===== config.mk =====
export PLATFORM = sky130hd
export DESIGN_NAME = nibble_serial_add_ctrl_flat
export DESIGN_NICKNAME = d
export VERILOG_FILES = /design/src/rtl/nibble_serial_add_ctrl_if.sv /design/src/rtl/nibble_serial_add_ctrl.sv /design/src/flat_wrapper.sv
export SDC_FILE = /design/constraint.sdc
export NUM_CORES = 1
export LEC_CHECK = 0
export ABC_AREA = 1
export BUFFER_PORTS_ARGS = -buffer_cell sky130_fd_sc_hd__buf_4
export CAP_MARGIN = 10
export CORE_ASPECT_RATIO = 2
export CORE_UTILIZATION = 35
export CTS_CLUSTER_SIZE = 8
export DETAILED_ROUTE_END_ITERATION = 16
export GPL_TIMING_DRIVEN = 0
export PLACE_DENSITY = 0.63
export SLEW_MARGIN = 5
export SYNTH_ARGS = -nofsm -noshare
export SYNTH_HDL_FRONTEND = slang
export SYNTH_SLANG_ARGS = --single-unit

===== constraint.sdc =====
create_clock -name clk -period 5.5 [get_ports clk]
set_input_delay 0.825 -clock clk [delete_from_list [all_inputs] [get_ports clk]]
set_output_delay 0.825 -clock clk [all_outputs]
set_load 0.02 [all_outputs]

===== src/rtl/nibble_serial_add_ctrl_if.sv =====
`default_nettype none
// ============================================================================
// Module      : nibble_serial_add_ctrl_if
// Description : Start/busy/done handshake and operand/result bus of the
//               nibble-serial adder sequencer.
// Revision    : 1.0 - initial release
// ============================================================================
interface nibble_serial_add_ctrl_if #(
    parameter int NIBBLES = 4
);
    localparam int W = 4 * NIBBLES;

    logic         start_i;
    logic [W-1:0] a_i;
    logic [W-1:0] b_i;
    logic         cin_i;
    logic         busy_o;
    logic         done_o;
    logic [W-1:0] sum_o;
    logic         cout_o;
    logic         overflow_o;

    modport master (
        output start_i, a_i, b_i, cin_i,
        input  busy_o, done_o, sum_o, cout_o, overflow_o
    );

    modport slave (
        input  start_i, a_i, b_i, cin_i,
        output busy_o, done_o, sum_o, cout_o, overflow_o
    );
endinterface
`default_nettype wire


===== src/rtl/nibble_serial_add_ctrl.sv =====
`default_nettype none
// ============================================================================
// Module      : nibble_serial_add_ctrl
// Description : Multi-nibble adder built from one shared 4-bit ripple slice,
//               one nibble per clock, LSB nibble first, carry chained.
// Revision    : 1.0 - initial release
// ============================================================================
module nibble_serial_add_ctrl #(
    parameter int NIBBLES = 4
) (
    input  wire logic               clk,
    input  wire logic               rst_n,
    nibble_serial_add_ctrl_if.slave bus
);
    localparam int W    = 4 * NIBBLES;
    localparam int IDXW = $clog2(NIBBLES);
    localparam logic [IDXW-1:0] LAST_IDX = IDXW'(NIBBLES - 1);

    typedef enum logic [1:0] {
        S_IDLE = 2'd0,
        S_ADD  = 2'd1,
        S_DONE = 2'd2
    } state_t;

    state_t            state_q;
    logic [IDXW-1:0]   idx_q;
    logic              carry_q;
    logic [W-1:0]      opa_q;
    logic [W-1:0]      opb_q;
    logic [W-1:0]      partial_q;
    logic [W-1:0]      sum_q;
    logic              cout_q;
    logic              ovf_q;

    logic [3:0]        w_na;
    logic [3:0]        w_nb;
    logic [3:0]        w_s;
    logic [4:0]        w_c;
    logic              w_accept;

    assign w_na = opa_q[{idx_q, 2'b00} +: 4];
    assign w_nb = opb_q[{idx_q, 2'b00} +: 4];
    assign w_c[0] = carry_q;

    // Explicit full-adder chain so the carry into bit 3 is available for overflow.
    for (genvar i = 0; i < 4; i++) begin : g_fa
        assign w_s[i]   = w_na[i] ^ w_nb[i] ^ w_c[i];
        assign w_c[i+1] = (w_na[i] & w_nb[i]) | (w_c[i] & (w_na[i] ^ w_nb[i]));
    end

    assign w_accept = bus.start_i && ((state_q == S_IDLE) || (state_q == S_DONE));

    always_ff @(posedge clk or negedge rst_n) begin
        if (!rst_n) begin
            state_q   <= S_IDLE;
            idx_q     <= '0;
            carry_q   <= 1'b0;
            opa_q     <= '0;
            opb_q     <= '0;
            partial_q <= '0;
            sum_q     <= '0;
            cout_q    <= 1'b0;
            ovf_q     <= 1'b0;
        end else if (w_accept) begin
            opa_q     <= bus.a_i;
            opb_q     <= bus.b_i;
            carry_q   <= bus.cin_i;
            idx_q     <= '0;
            partial_q <= '0;
            state_q   <= S_ADD;
        end else begin
            case (state_q)
                S_ADD: begin
                    partial_q[{idx_q, 2'b00} +: 4] <= w_s;
                    carry_q <= w_c[4];
                    idx_q   <= idx_q + 1'b1;
                    if (idx_q == LAST_IDX) begin
                        sum_q   <= {w_s, partial_q[W-5:0]};
                        cout_q  <= w_c[4];
                        ovf_q   <= w_c[3] ^ w_c[4];
                        state_q <= S_DONE;
                    end
                end
                S_DONE:  state_q <= S_IDLE;
                S_IDLE:  state_q <= S_IDLE;
                default: state_q <= S_IDLE;
            endcase
        end
    end

    assign bus.busy_o     = (state_q == S_ADD);
    assign bus.done_o     = (state_q == S_DONE);
    assign bus.sum_o      = sum_q;
    assign bus.cout_o     = cout_q;
    assign bus.overflow_o = ovf_q;
endmodule
`default_nettype wire


===== src/flat_wrapper.sv =====
// flat-port wrapper written by rule: the top's interface ports become plain ports
module nibble_serial_add_ctrl_flat 
#(
    parameter int NIBBLES = 4
)
  (clk, rst_n, bus_start_i, bus_a_i, bus_b_i, bus_cin_i, bus_busy_o, bus_done_o, bus_sum_o, bus_cout_o, bus_overflow_o);
  nibble_serial_add_ctrl_if #(.NIBBLES(NIBBLES)) bus_i ();
  input  wire logic clk;
  input  wire logic rst_n;
  input wire logic [$bits(bus_i.start_i)-1:0] bus_start_i;
  input wire logic [$bits(bus_i.a_i)-1:0] bus_a_i;
  input wire logic [$bits(bus_i.b_i)-1:0] bus_b_i;
  input wire logic [$bits(bus_i.cin_i)-1:0] bus_cin_i;
  output wire logic [$bits(bus_i.busy_o)-1:0] bus_busy_o;
  output wire logic [$bits(bus_i.done_o)-1:0] bus_done_o;
  output wire logic [$bits(bus_i.sum_o)-1:0] bus_sum_o;
  output wire logic [$bits(bus_i.cout_o)-1:0] bus_cout_o;
  output wire logic [$bits(bus_i.overflow_o)-1:0] bus_overflow_o;
  assign bus_i.start_i = bus_start_i;
  assign bus_i.a_i = bus_a_i;
  assign bus_i.b_i = bus_b_i;
  assign bus_i.cin_i = bus_cin_i;
  assign bus_busy_o = bus_i.busy_o;
  assign bus_done_o = bus_i.done_o;
  assign bus_sum_o = bus_i.sum_o;
  assign bus_cout_o = bus_i.cout_o;
  assign bus_overflow_o = bus_i.overflow_o;
  nibble_serial_add_ctrl #(.NIBBLES(NIBBLES)) u_core (.clk(clk), .rst_n(rst_n), .bus(bus_i));
endmodule

**Yosys cells after proc, flatten, opt, wreduce, memory -nomap -nowiden**

Index checks and enable logic that the tools add are counted.
W data, S select, Z words.

- Bits in registers: 71
- Input bits: 36
- Output and inout bits: 20
- Word-level logic and storage cells: 56

- $add $sub $neg: 2
- Equality and inequality tests: 4
- Shift operators: 4
- Muxes and demuxes: 10
- Bitwise logic cells: 22
- Reductions and logical operators: 5

Operators by type and width:

| cell | count |
|---|---|
| $mux W16 | 2 |
| $shiftx A16 B5 Y4 | 2 |
| $bwmux W16 | 1 |
| $shift A4 B6 Y16 const A | 1 |
| $shiftx A4 B6 Y16 | 1 |
| $mux W2 | 5 |
| $xor A1 B1 Y1 | 9 |
| $and A1 B1 Y1 | 8 |
| $neg A4 Y6 | 1 |
| $eq A2 B2 Y1 const B | 2 |
| $or A1 B1 Y1 | 4 |
| $ne A3 B1 Y1 const B | 1 |
| $reduce_and A3 Y1 | 1 |
| $add A2 B1 Y2 const B | 1 |
| $eq A2 B1 Y1 const B | 1 |
| $logic_not A2 Y1 | 1 |
| $mux W1 | 2 |
| $reduce_bool A2 Y1 | 1 |
| $logic_and A1 B1 Y1 | 1 |
| $logic_or A1 B1 Y1 | 1 |
| $not A1 Y1 | 1 |

**Longest topological paths before layout**

Gate-level depths: netlist of the first run.

- Depth in word-level cells: 13
- Gate-level depth with buffers: 16
- Mapped depth without buffers: 15

**Worst setup path before layout of the first run**

Ideal clock, no wire load.

- Path type: flip-flop to flip-flop
- Start: register u_core.idx_q[0]
- End: register u_core.partial_q[11]
- Library setup time: 0.117 ns
- Data arrival time: 2.647 ns
- Data required time: 5.383 ns
- Path slack: 2.735 ns
- Stages on the path, launching flop included: 17
- Path buffers: 1
- Clock period less this slack: 2.765 ns
- Path through: dfrtp_1 > inv_2 > buf_2 > nand2_1 > nand3_1 > nand2_1 > fa_1 > inv_1 > fa_1 > inv_1 > fa_1 > inv_1 > fa_1 > nand2_1 > nor2_1 > nand2_1 > nand2_1

- Cells in the longest elaborated chain, start to end: 13
- Elaborated cells between the ends (all ways): 25
- Classes of those cells: add/sub: 1; shift: 4; mux: 3; bitwise: 17

Ends and longest elaborated chain:

| element | RTL line | text |
|---|---|---|
| from (decl) | nibble_serial_add_ctrl.sv:26 | `logic [IDXW-1:0] idx_q;` |
| from (signal assigned) | nibble_serial_add_ctrl.sv:76 | `idx_q <= idx_q + 1'b1;` |
| $shiftx A16 B5 Y4 (on tied branches) | nibble_serial_add_ctrl.sv:41, nibble_serial_add_ctrl.sv:42 |  |
| $xor A1 B1 Y1 | nibble_serial_add_ctrl.sv:48 | `assign w_c[i+1] = (w_na[i] & w_nb[i]) \| (w_c[i] & (w_na[i] ^ w_nb[i]));` |
| $and A1 B1 Y1 | nibble_serial_add_ctrl.sv:48 |  |
| $or A1 B1 Y1 | nibble_serial_add_ctrl.sv:48 |  |
| $and A1 B1 Y1 | nibble_serial_add_ctrl.sv:48 |  |
| $or A1 B1 Y1 | nibble_serial_add_ctrl.sv:48 |  |
| $and A1 B1 Y1 | nibble_serial_add_ctrl.sv:48 |  |
| $or A1 B1 Y1 | nibble_serial_add_ctrl.sv:48 |  |
| $xor A1 B1 Y1 * | nibble_serial_add_ctrl.sv:47 | `assign w_s[i] = w_na[i] ^ w_nb[i] ^ w_c[i];` |
| via u_core.w_s[3] | nibble_serial_add_ctrl.sv:37 | `logic [3:0] w_s;` |
| $shiftx A4 B6 Y16 * | nibble_serial_add_ctrl.sv:74 | `partial_q[{idx_q, 2'b00} +: 4] <= w_s;` |
| $bwmux W16 * | nibble_serial_add_ctrl.sv:74 |  |
| $mux W16 * | nibble_serial_add_ctrl.sv:72 | `case (state_q)` |
| $mux W16 * | nibble_serial_add_ctrl.sv:64 | `end else if (w_accept) begin` |
| to (signal, indexed assignment) | nibble_serial_add_ctrl.sv:74 |  |
| to (decl) | nibble_serial_add_ctrl.sv:30 | `logic [W-1:0] partial_q;` |

Mark *: on every way through the listed nets, which the timed path passes. The rest lies on a longest branch. The select of a mux whose other input is x is not followed.
A chain may end at the register's enable or synchronous reset.

**Worst setup path in the final report of the first run**

- Start: register u_core.idx_q[0]
- End: register u_core.partial_q[3]

The elaborated chain is that of the path after synthesis.

==> impl_metrics.toml, run 1 <==
[run_status]
status = "complete, no violations"

[cells_and_area]
finalCoreUtilization_pct = 45.80
diodes = 0
drive_gt1_share_pct = 19.25
final.fill_count = 896
seq_area_um2 = 1677
stdcell_area_um2 = 3934
areaGrowthSynthToFinish_pct = 27.70
nets = 492
multi_input_area_um2 = 1236

[synth]
async_set_or_reset_flop_fraction_in_the_synthesized_netlist_pct = 100.0
largest_cells_by_area_after_synthesis = "sky130_fd_sc_hd__dfrtp_1 (54%), sky130_fd_sc_hd__nand2_1 (24%), sky130_fd_sc_hd__nand3_1 (4.2%), sky130_fd_sc_hd__fa_1 (2.6%), sky130_fd_sc_hd__nor2_1 (2.6%)"
avgSynthCellArea_um2 = 8.085
post_synth_num_cell_types = 19
yosys_warnings = 0
synth_flop_cell = "sky130_fd_sc_hd__dfrtp_1"
synth_edf_count = 0
post_synthesis_cell_area_um2 = 3080
synth-seq-cells = 67
yosysSeqAreaShare_pct = 54.43
synth_top_cell_by_area = "sky130_fd_sc_hd__dfrtp_1"
netlist_instances = 381
syn-num-nets = 426
synth.most_common_cell = "sky130_fd_sc_hd__nand2_1"
synth.cells.most_frequent = "sky130_fd_sc_hd__nand2_1 (199), sky130_fd_sc_hd__dfrtp_1 (67), sky130_fd_sc_hd__nand3_1 (26), sky130_fd_sc_hd__nor2_1 (21), sky130_fd_sc_hd__inv_1 (19)"
synth_top_cell_area_share_pct = 54.43

[timing]
maxSlewViolCount = 0
finalCriticalPeriod_ns = 3.291
slew_headroom_pct = 44.10
max_freq_mhz = 303.8
timing_worst_slew_pin_value_ns = 0.8385
final_tns_setup_ns = 0
timing.hold.ws_ns = 0.4666
final_min_period_over_clock_period_pct = 59.84
setup_viol = 0
unrepaired_setup_endpoints_after_global_routing = "no"
clock-skew-final_ns = 0.007205
final_hold_viol_count = 0

[pwr]
vdd_ir_drop_max_v = 0.0002452
leakage_nw = 2.197
cellPowerDensity_nw_per_um2 = 678.4
power_mw = 2.669

[global_route]
maximum_number_of_pins_on_one_net_before_global_route_repair = 68
first_global_vias = 2614
wire_length_of_the_first_global_routing_pass_um = 12090
overflow_after_grt = 0
grt_resource_usage_total_pct = 18.41
number_of_antenna_violations_at_the_first_check_in_global_routing = 0

[floorplan]
initial_core_util_pct = 35.87
die_width_um = 68.34
rows = 48
io_pins = 56
core_area_um2 = 8588
chipHeight_um = 134.7
die-area_um2 = 9203

[clocking]
cts_buffer_count = 9
cts_hold_buf = 0
postCtsResizedCells = 0
postCtsSetupBuffers = 0
clock_insertion_delay_worst_skew_ns = 0.34
clockBufferDepth = 2
cts.sinks = 67
tritoncts = "yes"
cts.htree.levels = 3
worst_setup_hold_path_clk_slew_ns = 0.06
ctsRootBufferMaster = "sky130_fd_sc_hd__clkbuf_16"

[place]
place.detailed.hpwl_um = 5527
dpl-instance-area_um2 = 3618
gp_congestion = 0.8903
io_buffer_count = 55

[routing]
detail_route.wirelength_um = 7358
ant_nets = 0
routed_via_count = 2541
drc = 0
drt-vias-per-instance = 4.603
drt_pass1_iterations = 4
detailed_router_s_first_iteration_violation_count = 236
drt-wirelength-per-cell_um = 13.33

[worst_setup_path]
timing.critical_path.to_type = "flip-flop"
arrival_ns = 3.52
path_max_fanout = 10
timing_worst_setup_path_type = "reg -> reg"
crit_required_ns = 5.73
worstSetupStartpointType = "flip-flop"

[min_path]
worstHoldPathType = "reg -> reg"

[run]
max_cap_viol_count = 0
where the power goes:
part | leakage (nW) | switching [mW] | total [mW] | internal [mW]
Clock | 0.148 | 0.206 | 0.594 | 0.388
Combinational | 1.18 | 0.788 | 1.23 | 0.439
Sequential | 0.864 | 0.132 | 0.847 | 0.716
Total | 2.20 | 1.13 | 2.67 | 1.54
registers in the layout (all words and copies together) (netlist names):
register               count
u_core.opa_q              16
u_core.partial_q          12
u_core.state_q             2
u_core.idx_q               2
u_core.bus.overflow_o      1
u_core.bus.sum_o          16
u_core.opb_q              16
u_core.bus.cout_o          1
u_core.carry_q             1
placed cells by master (no fill, tap or decap), drive strengths merged:
master and instances:
nand2 200, dfrtp 67, buf 67, nand3 26, nor2 22, inv 21
clkbuf 16, o21ai 14, ha 5, o211ai 4, fa 4, clkinvlp 2
clkinv 1, o22ai 1, xor2 1, bufinv 1
per-stage QoR:
step | worst slack [ns] | cells
finish | 2.209 | 552
global route | 2.004 | 552
CTS | 2.247 | 552
detailed placement | 2.279 | 536
global placement | 2.339 | 536
floorplan | 2.735 | 381
final timing paths:
path                                                  from                         endpoint  slack [ns]  cells past startpoint
setup / recovery               u_core.idx_q[0]$_DFFE_PN0P_  u_core.partial_q[3]$_DFFE_PN0P_        2.21                     15
hold / removal             u_core.partial_q[5]$_DFFE_PN0P_  u_core.bus.sum_o[5]$_DFFE_PN0P_        0.47                      2
setup reg to reg               u_core.idx_q[0]$_DFFE_PN0P_  u_core.partial_q[3]$_DFFE_PN0P_        2.21                     15
hold reg to reg            u_core.partial_q[5]$_DFFE_PN0P_  u_core.bus.sum_o[5]$_DFFE_PN0P_        0.47                      2
max in group asynchronous                            rst_n      u_core.opa_q[1]$_DFFE_PN0P_        4.35                      1
min in group asynchronous                            rst_n     u_core.opa_q[11]$_DFFE_PN0P_        0.59                      1
per-layer routing:
metal | vias up | share of wire [%] | routed length [µm] | global-route usage [%]
met1 | 1166 | 37 | 2723 | 18.39
met2 | 58 | 56 | 4132 | 32.08
met5 | - | 0 | 0 | 0
met4 | 0 | 3.2 | 232 | 10.76
met3 | 17 | 3.7 | 269 | 5.321
li1 | 1300 | - | - | -
layout make-up:
| type | instances | share of cell area (%) |
|---|---|---|
| Sequential cell | 67 | 42.62 |
| Clock buffer | 13 | 6.870 |
| Buffer | 15 | 2.131 |
| Inverter | 22 | 2.131 |
| Timing Repair Buffer | 55 | 10.50 |
| Clock inverter | 3 | 1.145 |
| Multi-Input combinational cell | 277 | 31.43 |
| Tap cell | 100 | 3.181 |
critical path: stages (launching register included):
cell and delay [ns]:
sky130_fd_sc_hd__dfrtp_1 0.53, sky130_fd_sc_hd__clkbuf_1 0.40, sky130_fd_sc_hd__nand2_1 0.14, sky130_fd_sc_hd__nand3_1 0.12, sky130_fd_sc_hd__nand2_1 0.09, sky130_fd_sc_hd__fa_1 0.39
sky130_fd_sc_hd__inv_1 0.08, sky130_fd_sc_hd__fa_1 0.16, sky130_fd_sc_hd__inv_1 0.05, sky130_fd_sc_hd__fa_1 0.40, sky130_fd_sc_hd__inv_1 0.10, sky130_fd_sc_hd__fa_1 0.43
sky130_fd_sc_hd__inv_1 0.12, sky130_fd_sc_hd__nor2_1 0.06, sky130_fd_sc_hd__nand3_1 0.08, sky130_fd_sc_hd__nand2_1 0.05
kinds of logic (layout without fill, tap and decap cells):
group | Yosys count | count (layout) | share of synthesized area [%]
adders and majority gates | 9 | 9 | 4.630
buffers and inverters | 37 | 108 | 5.443
AOI/OAI and AO/OA | 19 | 19 | 3.453
and+or+nand+nor | 248 | 248 | 31.76
xor gates and xnor gates | 1 | 1 | 0.2844
DFF | 67 | 67 | 54.43
Note: power is estimated with default switching activity, not from simulation.
==> run 2, diff against run 1 <==
Settings changed: PLACE_DENSITY 0.63 to 0.65.
Clock period 5.5 ns to 2.7 ns, I/O delays scaled along.
==> impl_metrics.toml, run 2 (synthesis gave the netlist of run 1 again) <==
[worst_setup_path]
crit_required_ns = 2.93
crit_path_cell_trace = "inv_4 > buf_8 > nand2_2 > nand3_2 > nand2_2 > fa_2 > inv_2 > fa_2 > inv_2 > fa_2 > inv_2 > fa_1 > nand2_2 > nor2_1 > nand2_1 > nand2_1"
cp_slowest_stage_delay_ns = 0.47
timing.critical_path.to_type = "flip-flop"
worstSetupStartpointType = "flip-flop"
setup.reg_to_reg.worst_slack_ns = -0.05
worst_path_max_delay_cell = "sky130_fd_sc_hd__dfrtp_2"
cp-endpoint = "u_core.partial_q[7]$_DFFE_PN0P_"
arrival_ns = 2.97
timing_worst_setup_path_type = "reg -> reg"
reg2reg_depth = 16
reg2reg_from = "u_core.idx_q[0]$_DFFE_PN0P_"
path_max_fanout = 6
r2r_path_end = "u_core.partial_q[7]$_DFFE_PN0P_"
timing.critical_path.from = "u_core.idx_q[0]$_DFFE_PN0P_"

[place]
io_buffer_count = 55
place.detailed.hpwl_um = 5602
dpl-instance-area_um2 = 3635
gp_congestion = 0.9043
dp_worst_setup_slack_ns = -0.3682
placed_cells_incl_taps = 536

[timing]
clock-skew-final_ns = 0.007768
finalCriticalPeriod_ns = 2.746
setup_viol = 4
timing.hold.ws_ns = 0.1786
unrepaired_setup_endpoints_after_global_routing = "yes"
final_min_period_over_clock_period_pct = 101.7
maxSlewViolCount = 0
final_hold_viol_count = 0
slew_headroom_pct = 43.63
timing.final.ws_setup_ns = -0.04588
timing_worst_slew_pin_value_ns = 0.8455
max_freq_mhz = 364.2
final_tns_setup_ns = -0.1374

[pwr]
seq_power_share_pct = 30.2
leakage_nw = 2.261
proportion_of_power_drawn_by_the_clock_network_pct = 19.0
comb_power_share_pct = 50.8
p_switching_mw = 2.407
internal-power_mw = 3.332
cellPowerDensity_nw_per_um2 = 1413
vdd_ir_drop_max_v = 0.0005641
power_mw = 5.739
switching_share_pct = 41.94

[clocking]
cts.sinks = 67
cts_buffer_count = 9
clock_insertion_delay_worst_skew_ns = 0.34
clockBufferDepth = 2
tritoncts = "yes"
cts.htree.levels = 3
ctsRootBufferMaster = "sky130_fd_sc_hd__clkbuf_16"
worst_setup_hold_path_clk_slew_ns = 0.05

[floorplan]
rows = 48
core_area_um2 = 8588
initial_core_util_pct = 35.87
die_width_um = 68.34
io_pins = 56
chipHeight_um = 134.7
die-area_um2 = 9203

[run_status]
status = "finished, violations left"
failed_checks = "setup timing"

[run]
max_cap_viol_count = 0

[routing]
detail_route.wirelength_um = 7555
drc = 0
drt-vias-per-instance = 4.642
ant_nets = 0
drt-wirelength-per-cell_um = 13.44
detailed_router_s_first_iteration_violation_count = 151
drt_pass1_iterations = 4
routed_via_count = 2609

[global_route]
grt_use_met1_pct = 17.68
first_global_vias = 2595
grt_resource_usage_total_pct = 18.31
number_of_antenna_violations_at_the_first_check_in_global_routing = 0
overflow_after_grt = 0
grt_most_used_layer = "met2"
wire_length_of_the_first_global_routing_pass_um = 11990
gr-usage-met2_pct = 32.90
grt_util_met3_pct = 4.307
maximum_number_of_pins_on_one_net_before_global_route_repair = 68

[cells_and_area]
areaGrowthSynthToFinish_pct = 31.80
final_common_cell = "sky130_fd_sc_hd__nand2_1"
seq_area_um2 = 1678
diodes = 0
drive_gt1_share_pct = 25.11
final.fill_count = 854
finalCoreUtilization_pct = 47.28
stdcell_area_um2 = 4060
layout.cells.non_filler = 562
nets = 503
multi_input_area_um2 = 1271
most_used_cells_in_the_layout_excluding_fill_and_tap_cells = "sky130_fd_sc_hd__nand2_1 (194), sky130_fd_sc_hd__buf_4 (66), sky130_fd_sc_hd__dfrtp_1 (66), sky130_fd_sc_hd__nand3_1 (23), sky130_fd_sc_hd__nor2_1 (21)"

[min_path]
worstHoldPathType = "in -> async"
## run 2: power groups by stage
stage	clock [mW]	sequential (mW)	combinational (mW)
6_report	1.09	1.73	2.91
5_1_grt	1.15	1.79	3.22
4_1_cts	1.11	1.73	2.84
3_5_place_dp	0	1.74	2.56
3_3_place_gp	0	1.72	2.51
2_1_floorplan	0	1.81	1.60
## run 2: layer usage
layer,part of all wire (%),wire length (µm)
met1,36,2708
met2,57,4293
met3,3.2,243
met4,4.1,309
met5,0,0
## run 2: critical path, delay by kind of cell, from the launching register on
family,cells,cell delay (ns)
flops,1,0.47
fa+ha+maj,4,1.32
simple gates,7,0.45
buf+inv,5,0.39
## run 2: worst min-delay path by stage
stage,endpoint,slack [ns],depth (start not counted)
2_1_floorplan,u_core.bus.cout_o$_DFFE_PN0P_,0.11,0
3_3_place_gp,u_core.bus.sum_o[8]$_DFFE_PN0P_,0.46,2
3_5_place_dp,u_core.bus.sum_o[2]$_DFFE_PN0P_,0.46,2
4_1_cts,u_core.partial_q[5]$_DFFE_PN0P_,0.21,1
5_1_grt,u_core.bus.sum_o[5]$_DFFE_PN0P_,0.25,1
6_report,u_core.partial_q[7]$_DFFE_PN0P_,0.18,1
## run 2: repair_timing
item	4_1_cts	5_1_grt
hold buffers	0	0
resized for setup	21	3
endpoints found under the setup margin	9	5
buffers inserted	10	1
pin swaps	8	5
## run 2: final cells by class
class                           count  area share, %
Buffer                             15          3.051
Clock buffer                       13          6.656
Sequential cell                    67          41.33
Inverter                           22          2.126
Timing Repair Buffer               66          12.20
Multi-Input combinational cell    277          31.31
Tap cell                          100          3.082
Clock inverter                      2         0.2465
==> run 3, diff against run 2 <==
Settings changed: CORE_ASPECT_RATIO 2 to 1.25, CTS_CLUSTER_SIZE 8 to 40, SLEW_MARGIN 5 to 20.
==> impl_metrics.toml, run 3 (synthesis gave the netlist of run 1 again) <==
[timing]
finalCriticalPeriod_ns = 2.755
maxSlewViolCount = 0
final_tns_setup_ns = -0.1369
timing_worst_slew_pin_value_ns = 0.8095
timing.final.ws_setup_ns = -0.05482
final_hold_viol_count = 0
slew_headroom_pct = 46.03
unrepaired_setup_endpoints_after_global_routing = "yes"
timing.hold.ws_ns = 0.1578
final_min_period_over_clock_period_pct = 102.0
setup_viol = 3
max_freq_mhz = 363.0
clock-skew-final_ns = 0.007578

[clocking]
ctsRootBufferMaster = "sky130_fd_sc_hd__clkbuf_8"
clockBufferDepth = 2
cts.htree.levels = 3
worst_setup_hold_path_clk_slew_ns = 0.07
cts_buffer_count = 9
cts.sinks = 67
cts_hold_buf = 0
clock_insertion_delay_worst_skew_ns = 0.34
tritoncts = "yes"

[routing]
detailed_router_s_first_iteration_violation_count = 79
drt_pass1_iterations = 4
routed_via_count = 2577
drt-vias-per-instance = 4.443
ant_nets = 0
detail_route.wirelength_um = 6833
drc = 0
drt-wirelength-per-cell_um = 11.78

[worst_setup_path]
worst_path_max_delay_cell = "sky130_fd_sc_hd__dfrtp_2"
setup.reg_to_reg.worst_slack_ns = -0.05
timing_worst_setup_path_type = "reg -> reg"
crit_path_cell_trace = "inv_4 > buf_8 > nand2_2 > nand3_2 > nand2_2 > fa_2 > inv_2 > fa_2 > inv_2 > fa_2 > inv_2 > fa_1 > nand2_1 > nor2_1 > nand2_1 > nand2_1"
crit_required_ns = 2.94
worstSetupStartpointType = "flip-flop"
arrival_ns = 2.99
cp_slowest_stage_delay_ns = 0.46
timing.critical_path.to_type = "flip-flop"
path_max_fanout = 7

[cells_and_area]
drive_gt1_share_pct = 25.92
most_used_cells_in_the_layout_excluding_fill_and_tap_cells = "sky130_fd_sc_hd__nand2_1 (194), sky130_fd_sc_hd__buf_4 (66), sky130_fd_sc_hd__dfrtp_1 (65), sky130_fd_sc_hd__nand3_1 (23), sky130_fd_sc_hd__nor2_1 (21)"
nets = 503
diodes = 0
layout.cells.non_filler = 580
final.fill_count = 825
areaGrowthSynthToFinish_pct = 30.14
final_common_cell = "sky130_fd_sc_hd__nand2_1"

[pwr]
cellPowerDensity_nw_per_um2 = 1340
leakage_nw = 2.224
vdd_ir_drop_max_v = 0.0005723

[global_route]
overflow_after_grt = 0
first_global_vias = 2561
maximum_number_of_pins_on_one_net_before_global_route_repair = 68
number_of_antenna_violations_at_the_first_check_in_global_routing = 0
wire_length_of_the_first_global_routing_pass_um = 11690
grt_resource_usage_total_pct = 16.64

[floorplan]
core_area_um2 = 8379
io_pins = 56
chipHeight_um = 106.9
die_width_um = 85.91
rows = 37
die-area_um2 = 9183
initial_core_util_pct = 36.76

[run_status]
failed_checks = "setup timing"
status = "finished, violations left"

[place]
io_buffer_count = 55
placed_cells_incl_taps = 553
gp_congestion = 0.8057
place.detailed.hpwl_um = 4836

[min_path]
worstHoldPathType = "in -> async"

[run]
max_cap_viol_count = 0
run 3: cell count changes in the layout (fill, tap and decap cells not counted):
cell,change
sky130_fd_sc_hd__clkbuf_16,-9
sky130_fd_sc_hd__clkbuf_8,+8
sky130_fd_sc_hd__buf_6,+1
sky130_fd_sc_hd__buf_8,-1
sky130_fd_sc_hd__bufinv_16,+1
sky130_fd_sc_hd__clkbuf_1,-1
sky130_fd_sc_hd__clkbuf_4,+1
sky130_fd_sc_hd__clkinvlp_4,+1
sky130_fd_sc_hd__dfrtp_1,-1
sky130_fd_sc_hd__dfrtp_2,+1
sky130_fd_sc_hd__o21ai_1,-1
sky130_fd_sc_hd__o21ai_2,+1
run 3: worst paths after layout:
kind                                             startpoint                               end  cells after the start
max                             u_core.idx_q[0]$_DFFE_PN0P_   u_core.partial_q[7]$_DFFE_PN0P_                     16
min                                                   rst_n   u_core.bus.sum_o[6]$_DFFE_PN0P_                      1
max reg2reg                     u_core.idx_q[0]$_DFFE_PN0P_   u_core.partial_q[7]$_DFFE_PN0P_                     16
min reg2reg                u_core.partial_q[10]$_DFFE_PN0P_  u_core.bus.sum_o[10]$_DFFE_PN0P_                      2
max in group asynchronous                             rst_n       u_core.idx_q[1]$_DFFE_PN0P_                      1
min in group clk                                 bus_b_i[4]       u_core.opb_q[4]$_DFFE_PN0P_                      3
run 3: per-layer routing:
metal | vias to the layer above | part of all wire [%] | GRT usage (%)
li1 | 1326 | - | -
met1 | 1170 | 43 | 20.50
met2 | 69 | 51 | 27.55
met3 | 12 | 4.3 | 2.925
met4 | 0 | 2.5 | 9.048
met5 | - | 0 | 0
run 3: cell type report:
cell class | count | area [µm²] | area share, %
multi-input cells | 277 | 1275 | 31.80
inverters | 22 | 86.33 | 2.154
clock inverters | 4 | 47.55 | 1.186
flip-flops and latches | 67 | 1679 | 41.89
clock buffers | 12 | 165.2 | 4.120
well taps | 117 | 146.4 | 3.652
repair buffers | 66 | 495.5 | 12.36
plain buffers | 15 | 113.9 | 2.840
run 3: report_power, final:
group	switching [mW]	total, mW	leakage, nW	internal [mW]
registers	0.272	1.73	0.861	1.46
clock network	0.374	0.873	0.108	0.499
logic	1.63	2.77	1.25	1.14
run 3: repair_timing:
item                                    in CTS  in global routing
pin swaps                                    6                  9
endpoints found under the setup margin       7                  6
buffers inserted                             9                  2
hold endpoints to repair                     0                  0
gates resized for setup                     17                  7
run 3: stage by stage:
step,utilization [%],total power [mW],cell area (µm²),setup WS [ns]
floorplan,-,3.412,3097,0.04767
global placement,43.63,4.163,3656,-0.2714
detailed placement,43.63,4.210,3656,-0.2767
CTS,47.42,5.332,3974,-0.1117
global route,47.84,5.860,4009,-0.1776
finish,47.84,5.371,4009,-0.05482
run 3: critical path: cells and delay by family (launching register included):
kind / cells / cell delay [ns]
flip-flops: 1 / 0.46
buffers and inverters: 5 / 0.39
AND/OR/NAND/NOR: 7 / 0.47
adder cells (fa/ha/maj): 4 / 1.33
